[config.mk]
export PLATFORM = sky130hd
export DESIGN_NAME = ps2_host_tx
export DESIGN_NICKNAME = d
export VERILOG_FILES = /design/src/rtl/ps2_pkg.sv /design/src/rtl/ps2_sync_edge.sv /design/src/rtl/ps2_host_tx.sv
export SDC_FILE = /design/constraint.sdc
export NUM_CORES = 1
export LEC_CHECK = 0
export CAP_MARGIN = 40
export CORE_UTILIZATION = 25
export CTS_CLUSTER_DIAMETER = 200
export CTS_CLUSTER_SIZE = 10
export DETAILED_ROUTE_END_ITERATION = 6
export PLACE_DENSITY = 0.44
export SETUP_SLACK_MARGIN = 0.2
export SLEW_MARGIN = 20
export SYNTH_ARGS = -nofsm -noshare
export SYNTH_HDL_FRONTEND = slang
export SYNTH_SLANG_ARGS = --single-unit
[constraint.sdc]
create_clock -name CLKIN -period 5.7 [get_ports CLKIN]
set_clock_uncertainty 0.05 [all_clocks]
set_input_delay 0.57 -clock CLKIN [delete_from_list [all_inputs] [get_ports CLKIN]]
set_output_delay 0.57 -clock CLKIN [all_outputs]
set_load 0.02 [all_outputs]
[src/rtl/ps2_pkg.sv]
// Shared PS/2 definitions used by the host transmitter and the receiver:
// FSM state encoding, default timing constants and the frame length.
package ps2_pkg;

    // 100 us of clock inhibit at 50 MHz.
    localparam int PS2_INHIBIT_CYCLES_DEF = 5000;
    // 15 ms from clock release to acknowledge at 50 MHz.
    localparam int PS2_TIMEOUT_CYCLES_DEF = 750000;
    // Bits clocked by the device after the start bit: D0..D7, parity, stop.
    localparam int PS2_FRAME_BITS         = 10;

    typedef enum logic [2:0] {
        IDLE      = 3'd0,
        INHIBIT   = 3'd1,
        REQ       = 3'd2,
        SEND      = 3'd3,
        ACK       = 3'd4,
        WAIT_IDLE = 3'd5
    } ps2_state_e;

    // PS/2 uses odd parity: the parity bit makes the total count of ones odd.
    function automatic logic odd_parity(input logic [7:0] d);
        return ~^d;
    endfunction

endpackage

[src/rtl/ps2_sync_edge.sv]
// Two-flop synchronizers for the raw PS/2 clock and data lines plus a
// falling-edge detector on the synchronized clock.
module ps2_sync_edge (
    input  logic CLKIN,
    input  logic ACLR_L,
    input  logic ps2_clk_in,
    input  logic ps2_dat_in,
    output logic clk_sync,
    output logic dat_sync,
    output logic clk_fall
);

    logic clk_meta_q, clk_meta_d;
    logic clk_sync_q, clk_sync_d;
    logic clk_prev_q, clk_prev_d;
    logic dat_meta_q, dat_meta_d;
    logic dat_sync_q, dat_sync_d;

    // Next values: shift each line through its synchronizer chain.
    always_comb begin
        clk_meta_d = ps2_clk_in;
        clk_sync_d = clk_meta_q;
        clk_prev_d = clk_sync_q;
        dat_meta_d = ps2_dat_in;
        dat_sync_d = dat_meta_q;
    end

    // Synchronizer registers; idle bus level (high) on reset.
    always_ff @(posedge CLKIN or negedge ACLR_L) begin
        if (!ACLR_L) begin
            clk_meta_q <= 1'b1;
            clk_sync_q <= 1'b1;
            clk_prev_q <= 1'b1;
            dat_meta_q <= 1'b1;
            dat_sync_q <= 1'b1;
        end else begin
            clk_meta_q <= clk_meta_d;
            clk_sync_q <= clk_sync_d;
            clk_prev_q <= clk_prev_d;
            dat_meta_q <= dat_meta_d;
            dat_sync_q <= dat_sync_d;
        end
    end

    assign clk_sync = clk_sync_q;
    assign dat_sync = dat_sync_q;
    assign clk_fall = clk_prev_q & ~clk_sync_q;

endmodule

[src/rtl/ps2_host_tx.sv]
// PS/2 host-to-device command transmitter. Inhibits the bus, issues the
// request-to-send, shifts out one byte with odd parity on the device's
// clock, checks the acknowledge and waits for the bus to go idle.
// Line drivers are open-drain enables: OE=1 pulls the line low.
module ps2_host_tx
    import ps2_pkg::*;
#(
    parameter int INHIBIT_CYCLES = PS2_INHIBIT_CYCLES_DEF,
    parameter int TIMEOUT_CYCLES = PS2_TIMEOUT_CYCLES_DEF
) (
    input  logic       CLKIN,
    input  logic       ACLR_L,
    input  logic       TX_START,
    input  logic [7:0] TX_DATA,
    input  logic       PS2_CLK_IN,
    input  logic       PS2_DAT_IN,
    output logic       PS2_CLK_OE,
    output logic       PS2_DAT_OE,
    output logic       BUSY,
    output logic       DONE,
    output logic       ERR
);

    localparam int INH_W = $clog2(INHIBIT_CYCLES + 1);
    localparam int TMO_W = $clog2(TIMEOUT_CYCLES + 1);
    localparam logic [INH_W-1:0] INH_LAST = INH_W'(INHIBIT_CYCLES - 1);
    localparam logic [TMO_W-1:0] TMO_LAST = TMO_W'(TIMEOUT_CYCLES - 1);
    localparam logic [3:0]       IDX_LAST = 4'(PS2_FRAME_BITS - 1);

    ps2_state_e       state_q, state_d;
    logic [7:0]       data_q, data_d;
    logic             par_q, par_d;
    logic [INH_W-1:0] inh_q, inh_d;
    logic [TMO_W-1:0] tmo_q, tmo_d;
    logic [3:0]       idx_q, idx_d;
    logic             clk_oe_q, clk_oe_d;
    logic             dat_oe_q, dat_oe_d;
    logic             done_q, done_d;
    logic             err_q, err_d;

    logic clk_sync, dat_sync, clk_fall;
    logic in_xfer;
    logic tmo_hit;

    ps2_sync_edge u_sync (
        .CLKIN      (CLKIN),
        .ACLR_L     (ACLR_L),
        .ps2_clk_in (PS2_CLK_IN),
        .ps2_dat_in (PS2_DAT_IN),
        .clk_sync   (clk_sync),
        .dat_sync   (dat_sync),
        .clk_fall   (clk_fall)
    );

    // Frame bit presented after the falling edge with index idx:
    // D0..D7, then parity, then stop (line released).
    function automatic logic frame_bit(input logic [7:0] d, input logic p,
                                       input logic [3:0] idx);
        if (idx < 4'd8)       return d[idx[2:0]];
        else if (idx == 4'd8) return p;
        else                  return 1'b1;
    endfunction

    // The device must complete the whole frame, ack and bus release within
    // TIMEOUT_CYCLES cycles of the clock release.
    assign in_xfer = (state_q == SEND) || (state_q == ACK) || (state_q == WAIT_IDLE);
    assign tmo_hit = in_xfer && (tmo_q == TMO_LAST);

    // Next-state and registered line/pulse outputs; outputs are computed
    // for the state being entered so they change together with it.
    always_comb begin
        state_d  = state_q;
        data_d   = data_q;
        par_d    = par_q;
        inh_d    = inh_q;
        tmo_d    = tmo_q;
        idx_d    = idx_q;
        clk_oe_d = 1'b0;
        dat_oe_d = 1'b0;
        done_d   = 1'b0;
        err_d    = 1'b0;

        unique case (state_q)
            IDLE: begin
                inh_d = '0;
                idx_d = '0;
                if (TX_START) begin
                    data_d   = TX_DATA;
                    par_d    = odd_parity(TX_DATA);
                    state_d  = INHIBIT;
                    clk_oe_d = 1'b1;
                end
            end
            INHIBIT: begin
                clk_oe_d = 1'b1;
                inh_d    = inh_q + 1'b1;
                if (inh_q == INH_LAST) begin
                    // Release clock and pull data (start bit) together.
                    state_d  = REQ;
                    clk_oe_d = 1'b0;
                    dat_oe_d = 1'b1;
                    inh_d    = '0;
                end
            end
            REQ: begin
                tmo_d    = '0;
                idx_d    = '0;
                dat_oe_d = 1'b1;
                state_d  = SEND;
            end
            SEND: begin
                tmo_d    = tmo_q + 1'b1;
                dat_oe_d = dat_oe_q;
                if (clk_fall) begin
                    dat_oe_d = ~frame_bit(data_q, par_q, idx_q);
                    if (idx_q == IDX_LAST) begin
                        idx_d   = '0;
                        state_d = ACK;
                    end else begin
                        idx_d = idx_q + 1'b1;
                    end
                end
            end
            ACK: begin
                tmo_d = tmo_q + 1'b1;
                if (clk_fall) begin
                    if (dat_sync) begin
                        err_d   = 1'b1;
                        state_d = IDLE;
                    end else begin
                        state_d = WAIT_IDLE;
                    end
                end
            end
            WAIT_IDLE: begin
                tmo_d = tmo_q + 1'b1;
                if (clk_sync && dat_sync) begin
                    done_d  = 1'b1;
                    state_d = IDLE;
                end
            end
            default: state_d = IDLE;
        endcase

        // Timeout aborts the transfer unless it completed this same cycle.
        if (tmo_hit && !done_d && !err_d) begin
            state_d  = IDLE;
            err_d    = 1'b1;
            clk_oe_d = 1'b0;
            dat_oe_d = 1'b0;
        end
    end

    // State, counters and registered outputs; reset releases both lines.
    always_ff @(posedge CLKIN or negedge ACLR_L) begin
        if (!ACLR_L) begin
            state_q  <= IDLE;
            data_q   <= '0;
            par_q    <= 1'b0;
            inh_q    <= '0;
            tmo_q    <= '0;
            idx_q    <= '0;
            clk_oe_q <= 1'b0;
            dat_oe_q <= 1'b0;
            done_q   <= 1'b0;
            err_q    <= 1'b0;
        end else begin
            state_q  <= state_d;
            data_q   <= data_d;
            par_q    <= par_d;
            inh_q    <= inh_d;
            tmo_q    <= tmo_d;
            idx_q    <= idx_d;
            clk_oe_q <= clk_oe_d;
            dat_oe_q <= dat_oe_d;
            done_q   <= done_d;
            err_q    <= err_d;
        end
    end

    assign PS2_CLK_OE = clk_oe_q;
    assign PS2_DAT_OE = dat_oe_q;
    assign BUSY       = (state_q != IDLE);
    assign DONE       = done_q;
    assign ERR        = err_q;

endmodule

==> run_results.csv <==
group,metric,value,unit
global_route,grt_usage,11.6,%
clock_tree,cts_setup_buffers,0,
power_and_ir_drop,ir_drop,0.174,mV
synthesis,syn_area_per_cell,9.96,sq um
timing,drv_slew,0,
place,dpl_worst_slack,3.33,ns
critical_path,critPathMaxFanout,26,
timing,fin_crit,2.65,ns
final_layout,nets,351,
critical_path,path_buf_inv,2,
detailed_routing,drtPass1Iterations,4,
final_layout,antenna_cells,0,
power_and_ir_drop,pwr-share-clk,33.2,%
synthesis,synthesis.nets,336,
synthesis,yosys.area.top_type,"dfrtp_1",
timing,tns,0,ns
synthesis,async_flop_share,100,%
synthesis,ys_ff_latch,58,
floorplan,die-height,115,um
synthesis,ys_warn_count,0,
timing,slew_headroom,47.7,%
critical_path,crit_family,"flip-flops",
power_and_ir_drop,p_sw,0.000599,W
clock_tree,clk_pin_slew,0.06,ns
detailed_routing,final_antenna_net_count,0,
power_and_ir_drop,p_per_area,456,nW/um^2
critical_path,crit_required,5.08,ns
synthesis,yosysSeqAreaShare,45.6,%
floorplan,die_w,115,um
synthesis,synth_top_cell_area_share,41.5,%
timing,hold_viol_final,0,
global_route,antenna_found_initial,0,
flow_run,max-cap-violations,0,
place,dp_hpwl,4520,um
detailed_routing,vias,2418,
timing,hold_slack,0.119,ns
min_path,min_path_type,"input port to asynchronous set/reset pin",
clock_tree,cts_resized,0,
clock_tree,cts_inserted_buffers,9,
floorplan,io_pins,18,
floorplan,core,12300,sq um
critical_path,reg2reg_from,"state_q[0]",
critical_path,r2r_cells,5,
clock_tree,clock-sinks,58,
global_route,globalRouteOverflowTotal,0,
place,gp_congestion,0.756,
timing,layout_setup_ws,3.05,ns
floorplan,core.rowCount,40,
global_route,grt_pass1_vias,2347,
critical_path,reg2reg_slack,3.42,ns
final_layout,layout-drive-gt1-share,17.0,%
power_and_ir_drop,intPower,0.00115,W
timing,rsz0062_at_grt,"false",
critical_path,critPathCaptureType,"output pin",
detailed_routing,detail_route.wl_per_cell,13.7,um
global_route,grt_max_degree,59,
floorplan,initial_core_util,26.1,%
critical_path,r2r-end,"state_q[2]",
final_layout,fill_cells,1252,
detailed_routing,drt-initial-drc-count,133,
critical_path,crit_slowest_cell,"dfrtp_1",
detailed_routing,remaining_drc_errors,0,
timing,worstMarginPinSlew,0.784,ns
clock_tree,cts_root_buf,"clkbuf_16",
clock_tree,clk_latency,0.32,ns
final_layout,area_growth_syn_to_layout,19.8,%
critical_path,path_class,"flip-flop to output pin",
timing,max_freq,377,MHz
synthesis,syn-cell-area,3200,sq um
power_and_ir_drop,pwr-share-seq,34.7,%
critical_path,start_kind,"flip-flop",
timing,period_share,46.5,%
synthesis,synthCells,321,
critical_path,timing.critical_path.slowest_cell_delay,0.85,ns
power_and_ir_drop,switching_share,34.3,%
synthesis,synth_cell_types,57,
global_route,grt_pass1_wl,12100,um
clock_tree,cts_tree,"done",
synthesis,yosys_most_used_dff,"dfrtp_1",
clock_tree,h-tree-depth,3,
critical_path,arrival,2.03,ns
synthesis,synth_edf_count,0,
power_and_ir_drop,combPwrFrac,32.1,%
timing,setup_viol,0,
place,io_buffers,17,
floorplan,fp.dieArea,13200,sq um
power_and_ir_drop,leakagePower,1.56,nW
detailed_routing,wl,6970,um
detailed_routing,vias_per_cell,4.75,
status,status,"complete, no violations",
critical_path,crit_chain,"nor3_1, inv_1, clkdlybuf4s50_1",
clock_tree,clk_path_buf_depth,2,
clock_tree,cts_hold_buf,0,
power_and_ir_drop,design_power_total,0.00175,W
synthesis,synthTopCellsByArea,"dfrtp_1 41%, nand2_1 5.2%, dfstp_2 4.1%, mux2i_1 4.1%, a21oi_1 3.0%",
==> area by class of cell <==
type	instances	area, sq um	share of cell area (%)
multi-input combinational	242	1610	42.0
sequential	58	1460	38.0
clock buffer	11	243	6.34
timing repair buffer	20	215	5.62
tap	168	210	5.49
clock inverter	5	77.6	2.02
inverter	5	18.8	0.490
==> kinds of logic (layout without fill, tap and decap cells) <==
group | count (synthesis) | after routing | synth area share [%]
and+or+nand+nor | 128 | 128 | 21.6
AOI/OAI and AO/OA | 80 | 80 | 17.6
DFF | 58 | 58 | 45.6
muxes | 22 | 22 | 7.59
buffers and inverters | 21 | 41 | 4.07
xor gates and xnor gates | 10 | 10 | 2.74
adders and majority gates | 2 | 2 | 0.783
==> through the flow <==
stage	area, sq um	std cells	util (%)
after floorplan	3200	321	-
after global placement	3470	491	28.3
after detailed placement	3470	491	28.3
after CTS	3790	507	30.9
after global routing	3830	509	31.2
final	3830	509	31.2
==> cell usage after synthesis (2+ instances only) <==
cell,n
and4_1,2
mux2i_1,13
a31oi_1,2
a311oi_1,4
and2_1,5
xnor2_1,8
a211oi_1,5
buf_6,5
inv_1,5
o211ai_1,3
nand3_1,11
nor3_1,6
o21ai_0,12
and3_1,8
o31ai_1,8
a31o_2,8
buf_4,2
mux2_2,8
nor4_1,3
dfrtp_1,53
o22ai_1,3
o21a_1,3
nor2b_1,2
clkbuf_1,4
nor3_2,2
or3_1,4
nand2_1,44
xor2_1,2
dfstp_2,5
ha_1,2
a21oi_1,19
a21o_1,3
nand2b_1,3
nand4_1,6
a22o_1,2
buf_2,5
nor2_1,16
or2_2,6
==> flip-flops by register name (all words and copies together), names as in the netlist <==
signal / flops
data_q: 8
u_sync.clk_prev_q: 1
u_sync.dat_sync: 1
DONE: 1
par_q: 1
u_sync.clk_sync: 1
ERR: 1
u_sync.clk_meta_q: 1
tmo_q: 20
PS2_CLK_OE: 1
u_sync.dat_meta_q: 1
idx_q: 4
state_q: 3
inh_q: 13
PS2_DAT_OE: 1
==> how the worst max path moves through the flow <==
stage / start / endpoint / slack, ns / cells past startpoint
after floorplan: inh_q[0] / state_q[2] / 3.90 / 6
after CTS: state_q[2] / BUSY / 2.98 / 3
after global placement: state_q[2] / BUSY / 3.35 / 3
after detailed placement: state_q[2] / BUSY / 3.33 / 3
after global routing: state_q[0] / BUSY / 2.94 / 3
final: state_q[0] / BUSY / 3.05 / 3
==> metal layers <==
metal	GRT usage (%)	share of wire [%]	vias up	routed length (um)
met1	16.7	51	1152	3560
met3	2.00	4.0	9	278
met5	0	0	-	0
li1	-	-	1211	-
met2	17.1	43	46	3020
met4	4.59	1.6	0	114
==> placed cells by master, fill, tap and decap left out, drive strengths merged, types with 3 or more instances in the layout <==
cell | synthesis | routed
dfrtp | 53 | 53
nand2 | 44 | 44
a21oi | 19 | 19
nor2 | 16 | 16
clkdlybuf4s50 | 0 | 16
mux2i | 13 | 13
o21ai | 12 | 12
nand3 | 11 | 11
clkbuf | 4 | 11
and3 | 9 | 9
nor3 | 9 | 9
a31o | 8 | 8
mux2 | 8 | 8
o31ai | 8 | 8
xnor2 | 8 | 8
nand4 | 7 | 7
or2 | 6 | 6
and2 | 6 | 6
inv | 5 | 5
a211oi | 5 | 5
dfstp | 5 | 5
or3 | 4 | 4
a311oi | 4 | 4
buf | 12 | 4
nand2b | 3 | 3
a21o | 3 | 3
nor4 | 3 | 3
o211ai | 3 | 3
o21a | 3 | 3
o22ai | 3 | 3
a22o | 3 | 3
==> power by group through the flow <==
stage / clock network [W] / registers (W) / logic, W
2_1_floorplan: 0 / 0.000548 / 0.000518
3_3_place_gp: 0 / 0.000632 / 0.000525
3_5_place_dp: 0 / 0.000634 / 0.000527
4_1_cts: 0.000597 / 0.000629 / 0.000532
5_1_grt: 0.000613 / 0.000625 / 0.000630
6_report: 0.000580 / 0.000607 / 0.000560
No activity file was read; power rests on OpenSTA's default activity.
